[src/rtl/cave_mem_pkg.sv]
// Shared widths and arbiter state type for the cave memory read path.
package cave_mem_pkg;

  localparam int ADDR_WIDTH = 25;
  localparam int DATA_WIDTH = 8;

  typedef enum logic [1:0] {
    IDLE,
    REQ,
    DATA
  } arb_state_t;

endpackage

[src/rtl/read_port_arbiter_if.sv]
// Wait/valid read-memory port: requester drives rd/addr, memory answers wait_n/valid/dout.
interface read_port_arbiter_if #(
  parameter int ADDR_WIDTH = cave_mem_pkg::ADDR_WIDTH,
  parameter int DATA_WIDTH = cave_mem_pkg::DATA_WIDTH
);

  logic                  rd;
  logic [ADDR_WIDTH-1:0] addr;
  logic [DATA_WIDTH-1:0] dout;
  logic                  wait_n;
  logic                  valid;

  modport master (output rd, addr, input dout, wait_n, valid);
  modport slave  (input rd, addr, output dout, wait_n, valid);

endinterface

[src/rtl/read_port_arbiter_rr_arbiter2.sv]
// Two-way round-robin pick: a lone request wins outright, a tie goes to rrPtr.
module rr_arbiter2 (
  input  logic [1:0] req,
  input  logic       rrPtr,
  output logic       gntValid,
  output logic       gntIdx
);

  always_comb begin
    gntValid = |req;
    gntIdx   = 1'b0;
    case (req)
      2'b01:   gntIdx = 1'b0;
      2'b10:   gntIdx = 1'b1;
      2'b11:   gntIdx = rrPtr;
      default: gntIdx = 1'b0;
    endcase
  end

endmodule

[src/rtl/read_port_arbiter.sv]
// Shares one wait/valid read port between two requesters; one outstanding
// read at a time, each returning BURST_LEN beats before re-arbitration.
module read_port_arbiter #(
  parameter int ADDR_WIDTH = cave_mem_pkg::ADDR_WIDTH,
  parameter int DATA_WIDTH = cave_mem_pkg::DATA_WIDTH,
  parameter int BURST_LEN  = 4
) (
  input  logic                       clock,
  input  logic                       reset,
  read_port_arbiter_if.slave         io_in0,
  read_port_arbiter_if.slave         io_in1,
  read_port_arbiter_if.master        io_out,
  output logic                       io_busy
);

  import cave_mem_pkg::*;

  localparam int CNT_W = (BURST_LEN > 1) ? $clog2(BURST_LEN) : 1;
  localparam logic [CNT_W-1:0] LAST_BEAT = CNT_W'(BURST_LEN - 1);

  arb_state_t            state, stateNext;
  logic                  grant, grantNext;
  logic                  rrPtr, rrPtrNext;
  logic [CNT_W-1:0]      beatCnt, beatNext;
  logic [ADDR_WIDTH-1:0] addrReg, addrNext;
  logic                  accept, forward;
  logic                  gntValid, gntIdx;
  logic [DATA_WIDTH-1:0] beatData;

  rr_arbiter2 u_rr (
    .req      ({io_in1.rd, io_in0.rd}),
    .rrPtr    (rrPtr),
    .gntValid (gntValid),
    .gntIdx   (gntIdx)
  );

  always_ff @(posedge clock or posedge reset) begin
    if (reset) begin
      state   <= IDLE;
      grant   <= 1'b0;
      rrPtr   <= 1'b0;
      beatCnt <= '0;
      addrReg <= '0;
    end else begin
      state   <= stateNext;
      grant   <= grantNext;
      rrPtr   <= rrPtrNext;
      beatCnt <= beatNext;
      addrReg <= addrNext;
    end
  end

  // A beat arriving in the acceptance cycle itself counts as beat 0.
  always_comb begin
    stateNext = state;
    grantNext = grant;
    rrPtrNext = rrPtr;
    beatNext  = beatCnt;
    addrNext  = addrReg;
    accept    = 1'b0;
    forward   = 1'b0;
    case (state)
      IDLE: begin
        if (gntValid) begin
          grantNext = gntIdx;
          addrNext  = gntIdx ? io_in1.addr : io_in0.addr;
          stateNext = REQ;
        end
      end
      REQ: begin
        if (io_out.wait_n) begin
          accept    = 1'b1;
          forward   = 1'b1;
          beatNext  = '0;
          stateNext = DATA;
          if (io_out.valid) begin
            if (BURST_LEN == 1) begin
              stateNext = IDLE;
              rrPtrNext = ~grant;
            end else begin
              beatNext = CNT_W'(1);
            end
          end
        end
      end
      DATA: begin
        forward = 1'b1;
        if (io_out.valid) begin
          if (beatCnt == LAST_BEAT) begin
            stateNext = IDLE;
            rrPtrNext = ~grant;
          end else begin
            beatNext = beatCnt + CNT_W'(1);
          end
        end
      end
      default: stateNext = IDLE;
    endcase
  end

  assign beatData      = io_out.dout;
  assign io_in0.dout   = beatData;
  assign io_in1.dout   = beatData;
  assign io_in0.valid  = io_out.valid & forward & ~grant;
  assign io_in1.valid  = io_out.valid & forward & grant;
  assign io_in0.wait_n = accept & ~grant;
  assign io_in1.wait_n = accept & grant;
  assign io_out.rd     = (state == REQ);
  assign io_out.addr   = addrReg;
  assign io_busy       = (state != IDLE);

endmodule

[src/flat_wrapper.sv]
// flat-port wrapper written by rule: the top's interface ports become plain ports
module read_port_arbiter_flat import cave_mem_pkg::*;
#(
  parameter int ADDR_WIDTH = cave_mem_pkg::ADDR_WIDTH,
  parameter int DATA_WIDTH = cave_mem_pkg::DATA_WIDTH,
  parameter int BURST_LEN  = 4
)
  (clock, reset, io_busy, io_in0_rd, io_in0_addr, io_in0_dout, io_in0_wait_n, io_in0_valid, io_in1_rd, io_in1_addr, io_in1_dout, io_in1_wait_n, io_in1_valid, io_out_rd, io_out_addr, io_out_dout, io_out_wait_n, io_out_valid);
  read_port_arbiter_if #(.ADDR_WIDTH(ADDR_WIDTH), .DATA_WIDTH(DATA_WIDTH)) io_in0_i ();
  read_port_arbiter_if #(.ADDR_WIDTH(ADDR_WIDTH), .DATA_WIDTH(DATA_WIDTH)) io_in1_i ();
  read_port_arbiter_if #(.ADDR_WIDTH(ADDR_WIDTH), .DATA_WIDTH(DATA_WIDTH)) io_out_i ();
  input  logic clock;
  input  logic reset;
  output logic io_busy;
  input wire logic [$bits(io_in0_i.rd)-1:0] io_in0_rd;
  input wire logic [$bits(io_in0_i.addr)-1:0] io_in0_addr;
  output wire logic [$bits(io_in0_i.dout)-1:0] io_in0_dout;
  output wire logic [$bits(io_in0_i.wait_n)-1:0] io_in0_wait_n;
  output wire logic [$bits(io_in0_i.valid)-1:0] io_in0_valid;
  input wire logic [$bits(io_in1_i.rd)-1:0] io_in1_rd;
  input wire logic [$bits(io_in1_i.addr)-1:0] io_in1_addr;
  output wire logic [$bits(io_in1_i.dout)-1:0] io_in1_dout;
  output wire logic [$bits(io_in1_i.wait_n)-1:0] io_in1_wait_n;
  output wire logic [$bits(io_in1_i.valid)-1:0] io_in1_valid;
  output wire logic [$bits(io_out_i.rd)-1:0] io_out_rd;
  output wire logic [$bits(io_out_i.addr)-1:0] io_out_addr;
  input wire logic [$bits(io_out_i.dout)-1:0] io_out_dout;
  input wire logic [$bits(io_out_i.wait_n)-1:0] io_out_wait_n;
  input wire logic [$bits(io_out_i.valid)-1:0] io_out_valid;
  assign io_in0_i.rd = io_in0_rd;
  assign io_in0_i.addr = io_in0_addr;
  assign io_in0_dout = io_in0_i.dout;
  assign io_in0_wait_n = io_in0_i.wait_n;
  assign io_in0_valid = io_in0_i.valid;
  assign io_in1_i.rd = io_in1_rd;
  assign io_in1_i.addr = io_in1_addr;
  assign io_in1_dout = io_in1_i.dout;
  assign io_in1_wait_n = io_in1_i.wait_n;
  assign io_in1_valid = io_in1_i.valid;
  assign io_out_rd = io_out_i.rd;
  assign io_out_addr = io_out_i.addr;
  assign io_out_i.dout = io_out_dout;
  assign io_out_i.wait_n = io_out_wait_n;
  assign io_out_i.valid = io_out_valid;
  read_port_arbiter #(.ADDR_WIDTH(ADDR_WIDTH), .DATA_WIDTH(DATA_WIDTH), .BURST_LEN(BURST_LEN)) u_core (.clock(clock), .reset(reset), .io_in0(io_in0_i), .io_in1(io_in1_i), .io_out(io_out_i), .io_busy(io_busy));
endmodule
[config.mk]
export PLATFORM = sky130hd
export DESIGN_NAME = read_port_arbiter_flat
export DESIGN_NICKNAME = d
export VERILOG_FILES = /design/src/rtl/cave_mem_pkg.sv /design/src/rtl/read_port_arbiter_if.sv /design/src/rtl/read_port_arbiter_rr_arbiter2.sv /design/src/rtl/read_port_arbiter.sv /design/src/flat_wrapper.sv
export SDC_FILE = /design/constraint.sdc
export NUM_CORES = 1
export LEC_CHECK = 0
export ABC_CLOCK_PERIOD_IN_PS = 1700
export CAP_MARGIN = 20
export CORE_MARGIN = 2
export CORE_UTILIZATION = 39
export CTS_BUF_LIST = sky130_fd_sc_hd__clkbuf_8
export DETAILED_ROUTE_END_ITERATION = 8
export HOLD_SLACK_MARGIN = 0.15
export PLACE_DENSITY = 0.86
export SLEW_MARGIN = 5
export SYNTH_ARGS = -nofsm -noshare
export SYNTH_HDL_FRONTEND = slang
export SYNTH_SLANG_ARGS = --single-unit
[constraint.sdc]
create_clock -name clock -period 1.7 [get_ports clock]
set_clock_uncertainty 0.1 [all_clocks]
set_input_delay 0.425 -clock clock [delete_from_list [all_inputs] [get_ports clock]]
set_output_delay 0.425 -clock clock [all_outputs]
set_load 0.05 [all_outputs]
==> results.toml, run 1 <==
[layout]
fin_nets = 366
ff_latch_area_sq_um = 776
antennaDiodeCount = 0
multi_input_area_sq_um = 918
stdcell_area_sq_um = 3280
area_growth_pct = 77.0
fillers = 319
drive_gt1_frac = 0.284

[detailed_routing]
firstDrtPassIters = 4
wl_per_cell_um = 17.0
ant_nets = 0
wl_um = 5930
drt-vias-per-instance = 5.53
vias = 1937
drt_iter0_drc = 109
drc = 0

[clock_tree]
cts_tree = "yes"
insertion_delay_ns = 0.27
holdBufCountCts = 0
cts.path.max_buffers = 2
htreeDepth = 2
cts.sinks = 31
numCtsBuffers = 5
cts_root_buffer = "clkbuf_8"
cts.clk_slew.worst_paths_ns = 0.06

[synth]
synth_edf_count = 0
synth-async-reset-ratio = 1.00
synth_top_area_frac = 0.418
synth.cell_area_sq_um = 1860
synth_mux_area_frac = 0.00607
synth_cells = 212
yosys.area_share.simple = 0.187
yosysMostFrequentCell = "dfrtp_1"
ys_top_cells_by_count = "dfrtp_1 (31), nor2_1 (27), a31oi_1 (26), nand3_1 (26), o21ai_0 (24)"
synth_fa_ha_area_frac = 0.0337
synth_top_area_cell = "dfrtp_1"
synth-main-ff-cell = "dfrtp_1"
synth-xor-area-share = 0
synth_compound_area_frac = 0.209
syn_nets = 281
ys_ff_latch = 31
avgSynthCellArea_sq_um = 8.75
yosys_warnings = 0
synth_top_family_by_area = "compound AO/OA/AOI/OAI gates"
seq_area_frac_synth = 0.418
synthTopCellsByArea = "dfrtp_1 (42%), a31oi_1 (8.8%), nand3_1 (7.0%)"
ys_types = 34

[worst_hold_path]
hp-class = "primary input to async pin"

[global_route]
grt_pass1_wl_um = 8590
grt_max_degree = 39
grt_overflow = 0
antenna_found_initial = 0
track_usage = 0.208
grt_pass1_vias = 1832

[power_and_ir_drop]
powerDensity_nw_per_um2 = 2050
power.total_mw = 6.72
peakVddDrop_v = 0.00160
p_leak_nw = 1.37

[run]
max_cap_viol_count = 0

[worst_setup_path]
end_kind = "output pin"
crit_chain = "inv_2 > ha_4 > nand2_4 > nor3_4 > buf_12"
ff2ff_setup_slack_ns = 0
cpPeakStageDelay_ns = 0.40
slowest_stage = "dfrtp_1"
cp_max_fo = 3
path_class = "flip-flop to output pin"
crit_required_ns = 1.17
cp-start-kind = "flip-flop"
cp.arrival_ns = 1.48

[floorplanning]
dieArea_sq_um = 5330
die_w_um = 73.0
start_util = 0.398
rows = 25
core_region_area_sq_um = 4660
die_h_um = 73.0
io_pins = 111

[timing]
fin_tns_setup_ns = -1.40
hold_viol = 0
slew_violations = 0
timing.fmax_ghz = 0.498
tightest_slew_ns = 0.307
min_period_ns = 2.01
worst_slack_ns = -0.309
grt_setup_unrepaired = "true"
slew_headroom = 0.795
setup_viol = 5
timing.final.crit_share = 1.18

[placement]
place_congestion = 0.887
io_buffers = 86
placed_area_sq_um = 3060
post-dp-hpwl_um = 4030

[status]
violations = "negative setup slack"
status = "complete, but fails checks"
## cell usage in the layout, fill, tap and decap left out, types with 5 or more instances in the layout
master / synthesis / layout
buf_4: 17 / 19
clkbuf_8: 0 / 5
nand3_1: 26 / 26
clkdlybuf4s50_1: 0 / 53
buf_12: 0 / 34
nor2_1: 27 / 26
a31oi_1: 26 / 26
dfrtp_1: 31 / 31
o21ai_0: 24 / 24
## routing by layer
metal	vias to the layer above	part of all wire	track usage
met4	0	0.011	0.0679
met1	927	0.39	0.253
li1	904	-	-
met5	-	0	0
met2	97	0.52	0.355
met3	9	0.078	0.0580
## flip-flops by register name, summed over array words and instances, names as in the netlist
signal and cells:
u_core.io_out.addr 25, u_core.beatCnt 2, u_core.state 2, u_core.grant 1
u_core.rrPtr 1
## final timing paths
check                                start               endpoint  cells past startpoint
max in group asynchronous            reset  u_core.io_out.addr[2]                      3
min in group clock            u_core.rrPtr           u_core.rrPtr                      2
min                                  reset  u_core.io_out.addr[9]                      3
min reg2reg                   u_core.rrPtr           u_core.rrPtr                      2
max                        u_core.state[0]           io_in0_valid                      5
max reg2reg                u_core.state[1]        u_core.state[1]                      5
## metrics by stage
stage / setup slack [ns] / utilization / instances / hold slack [ns]
finish: -0.309 / 0.705 / 350 / 0.398
global placement: -0.319 / 0.656 / 335 / 0.379
detailed placement: -0.331 / 0.656 / 335 / 0.397
global route: -0.371 / 0.705 / 350 / 0.428
floorplan: -0.220 / - / 212 / 0.353
CTS: -0.316 / 0.679 / 345 / 0.393
## kinds of logic after synthesis
family / Yosys count
multiplexers: 1
buffers and inverters: 39
adder cells (fa/ha/maj): 5
flip-flops: 31
AO/OA/AOI/OAI: 64
AND/OR/NAND/NOR: 72
## timing repair
action,in CTS,in global routing
endpoints found under the hold margin,0,0
pin swaps,4,4
gates cloned,0,1
setup endpoints to repair,7,16
buffers inserted,4,5
gates resized for setup,4,12
## worst max-delay path, delay by kind of cell (launching register included)
| family | cells | cell delay (ns) |
|---|---|---|
| simple gates | 2 | 0.30 |
| buf+inv | 2 | 0.24 |
| fa+ha+maj | 1 | 0.27 |
| flops | 1 | 0.40 |
## final cells by class
type	count	area share
clock buffers	5	0.0210
multi-input cells	142	0.280
well taps	54	0.0206
clock inverters	1	0.00114
inverters	6	0.00838
repair buffers	111	0.433
flip-flops and latches	31	0.236
## report_power, final
group	switching [mW]	internal, mW
Sequential	0.394	1.11
Combinational	2.40	2.31
Clock	0.242	0.266
No activity file was read; power rests on OpenSTA's default activity.
==> run 2: changes to the inputs <==
Settings changed: RECOVER_POWER set to 100.
==> results.toml, run 2 (synthesis results as in run 1) <==
[power_and_ir_drop]
power_frac_clock = 0.090
p_comb_frac = 0.674
seqPwrFrac = 0.236
p_leak_nw = 1.22
internal_power_mw = 2.77
peakVddDrop_v = 0.00144
p_switching_mw = 2.88
powerDensity_nw_per_um2 = 1950
switching_share = 0.510

[detailed_routing]
wl_per_cell_um = 17.2
vias = 1932
wl_um = 6010
firstDrtPassIters = 4
ant_nets = 0
drt_iter0_drc = 104
drc = 0
drt-vias-per-instance = 5.52

[layout]
antennaDiodeCount = 0
final_common_cell = "clkdlybuf4s50_1"
fillers = 370
largest_reg_flops = 25
area_growth_pct = 56.0
multi_input_area_sq_um = 918
drive_gt1_frac = 0.284
ff_latch_area_sq_um = 776
final_cell_mix = "clkdlybuf4s50_1 (52), dfrtp_1 (31)"
fin_nets = 366

[worst_setup_path]
cp_max_fo = 3
r2r_cells = 5
cp.arrival_ns = 1.49
cpPeakStageDelay_ns = 0.39
slowest_stage = "dfrtp_1"
path_class = "flip-flop to output pin"
crit_chain = "inv_2 > ha_4 > nand2_4 > nor3_4 > buf_12"
crit_required_ns = 1.17
r2r_end = "u_core.state[1]"
cp-start-kind = "flip-flop"
end_kind = "output pin"
ff2ff_setup_slack_ns = 0
path_delay_family = "flip-flops"
path_depth = 5
r2r_start = "u_core.state[1]"
cp_num_buf_inv = 2

[floorplanning]
dieArea_sq_um = 5330
io_pins = 111
rows = 25
die_w_um = 73.0
die_h_um = 73.0
start_util = 0.398
core_region_area_sq_um = 4660

[placement]
post-place-ws_ns = -0.331
place_congestion = 0.887
post-dp-hpwl_um = 4030
io_buffers = 86

[clock_tree]
cts.sinks = 31
cts.clk_slew.worst_paths_ns = 0.06
insertion_delay_ns = 0.27
cts.path.max_buffers = 2
htreeDepth = 2
cts_tree = "yes"
cts_root_buffer = "clkbuf_8"
numCtsBuffers = 5

[timing]
min_period_ns = 2.01
tightest_slew_ns = 0.801
worst_slack_ns = -0.313
slew_violations = 0
slew_headroom = 0.466
hold_viol = 0
setup_viol = 6
grt_setup_unrepaired = "true"
timing.final.crit_share = 1.18
timing.fmax_ghz = 0.497
fin_tns_setup_ns = -1.42
hold_ws_ns = 0.405

[global_route]
grt_pass1_wl_um = 8590
grt_pass1_vias = 1832
grt_max_degree = 39
antenna_found_initial = 0
track_usage = 0.208
grt_overflow = 0

[worst_hold_path]
hold_start = "u_core.rrPtr"
whs_path_depth = 2
min_to = "u_core.rrPtr"
hp-class = "flip-flop to flip-flop"

[status]
status = "complete, but fails checks"
violations = "negative setup slack"

[run]
max_cap_viol_count = 0
-- run 2: cell types whose count changed in the layout (fill, tap and decap cells not counted), sizes merged --
cell / before / now
buf: 55 / 29
clkbuf: 6 / 32
clkdlybuf4s50: 53 / 52
dlygate4sd3: 0 / 1
-- run 2: per-stage QoR --
| step | power, mW | instances | area (sq um) | utilization |
|---|---|---|---|---|
| final | 5.65 | 350 | 2890 | 0.621 |
| after global routing | 5.94 | 350 | 2890 | 0.621 |
| after detailed placement | 5.80 | 335 | 3060 | 0.656 |
| after global placement | 5.70 | 335 | 3060 | 0.656 |
| after floorplan | 3.88 | 212 | 1910 | - |
| after CTS | 6.40 | 345 | 3170 | 0.679 |
-- run 2: layout make-up --
class,count,area share
Sequential cell,31,0.268
Clock inverter,1,0.00130
Tap cell,54,0.0233
Timing Repair Buffer,111,0.357
Multi-Input combinational cell,142,0.317
Inverter,6,0.00951
Clock buffer,5,0.0238
-- run 2: power groups by stage --
stage	registers [mW]	logic (mW)	clock network [mW]
6_report	1.33	3.80	0.509
5_1_grt	1.38	4.01	0.546
4_1_cts	1.50	4.37	0.529
3_5_place_dp	1.51	4.30	0
3_3_place_gp	1.48	4.21	0
2_1_floorplan	2.37	1.51	0
-- run 2: how the worst max path moves through the flow --
stage                     from  slack, ns            to
6_report       u_core.state[1]      -0.31  io_in0_valid
5_1_grt        u_core.state[0]      -0.37  io_in0_valid
4_1_cts        u_core.state[1]      -0.32  io_in0_valid
3_5_place_dp      io_out_valid      -0.33  io_in1_valid
3_3_place_gp      io_out_valid      -0.32  io_in1_valid
2_1_floorplan  u_core.state[1]      -0.22  io_in0_valid
-- run 2: worst register-to-register path, cell delays in order (launching register included) --
cell and delay (ns):
dfrtp_1 0.41, buf_4 0.16, ha_2 0.19, buf_6 0.15
a221oi_4 0.25, mux2_4 0.33
-- run 2: repair_timing --
action,4_1_cts,5_1_grt
hold buffers,0,0
hold endpoints to repair,0,0
cloned,0,1
resized for setup,4,12
setup endpoints to repair,7,16
buffers inserted,4,5
pin swaps,4,4
-- run 2: layer usage --
metal / global-route usage / up-vias / wire (um)
met5: 0 / - / 0
met2: 0.355 / 87 / 3110
met4: 0.0679 / 0 / 89
met3: 0.0580 / 11 / 442
met1: 0.253 / 930 / 2370
li1: - / 904 / -
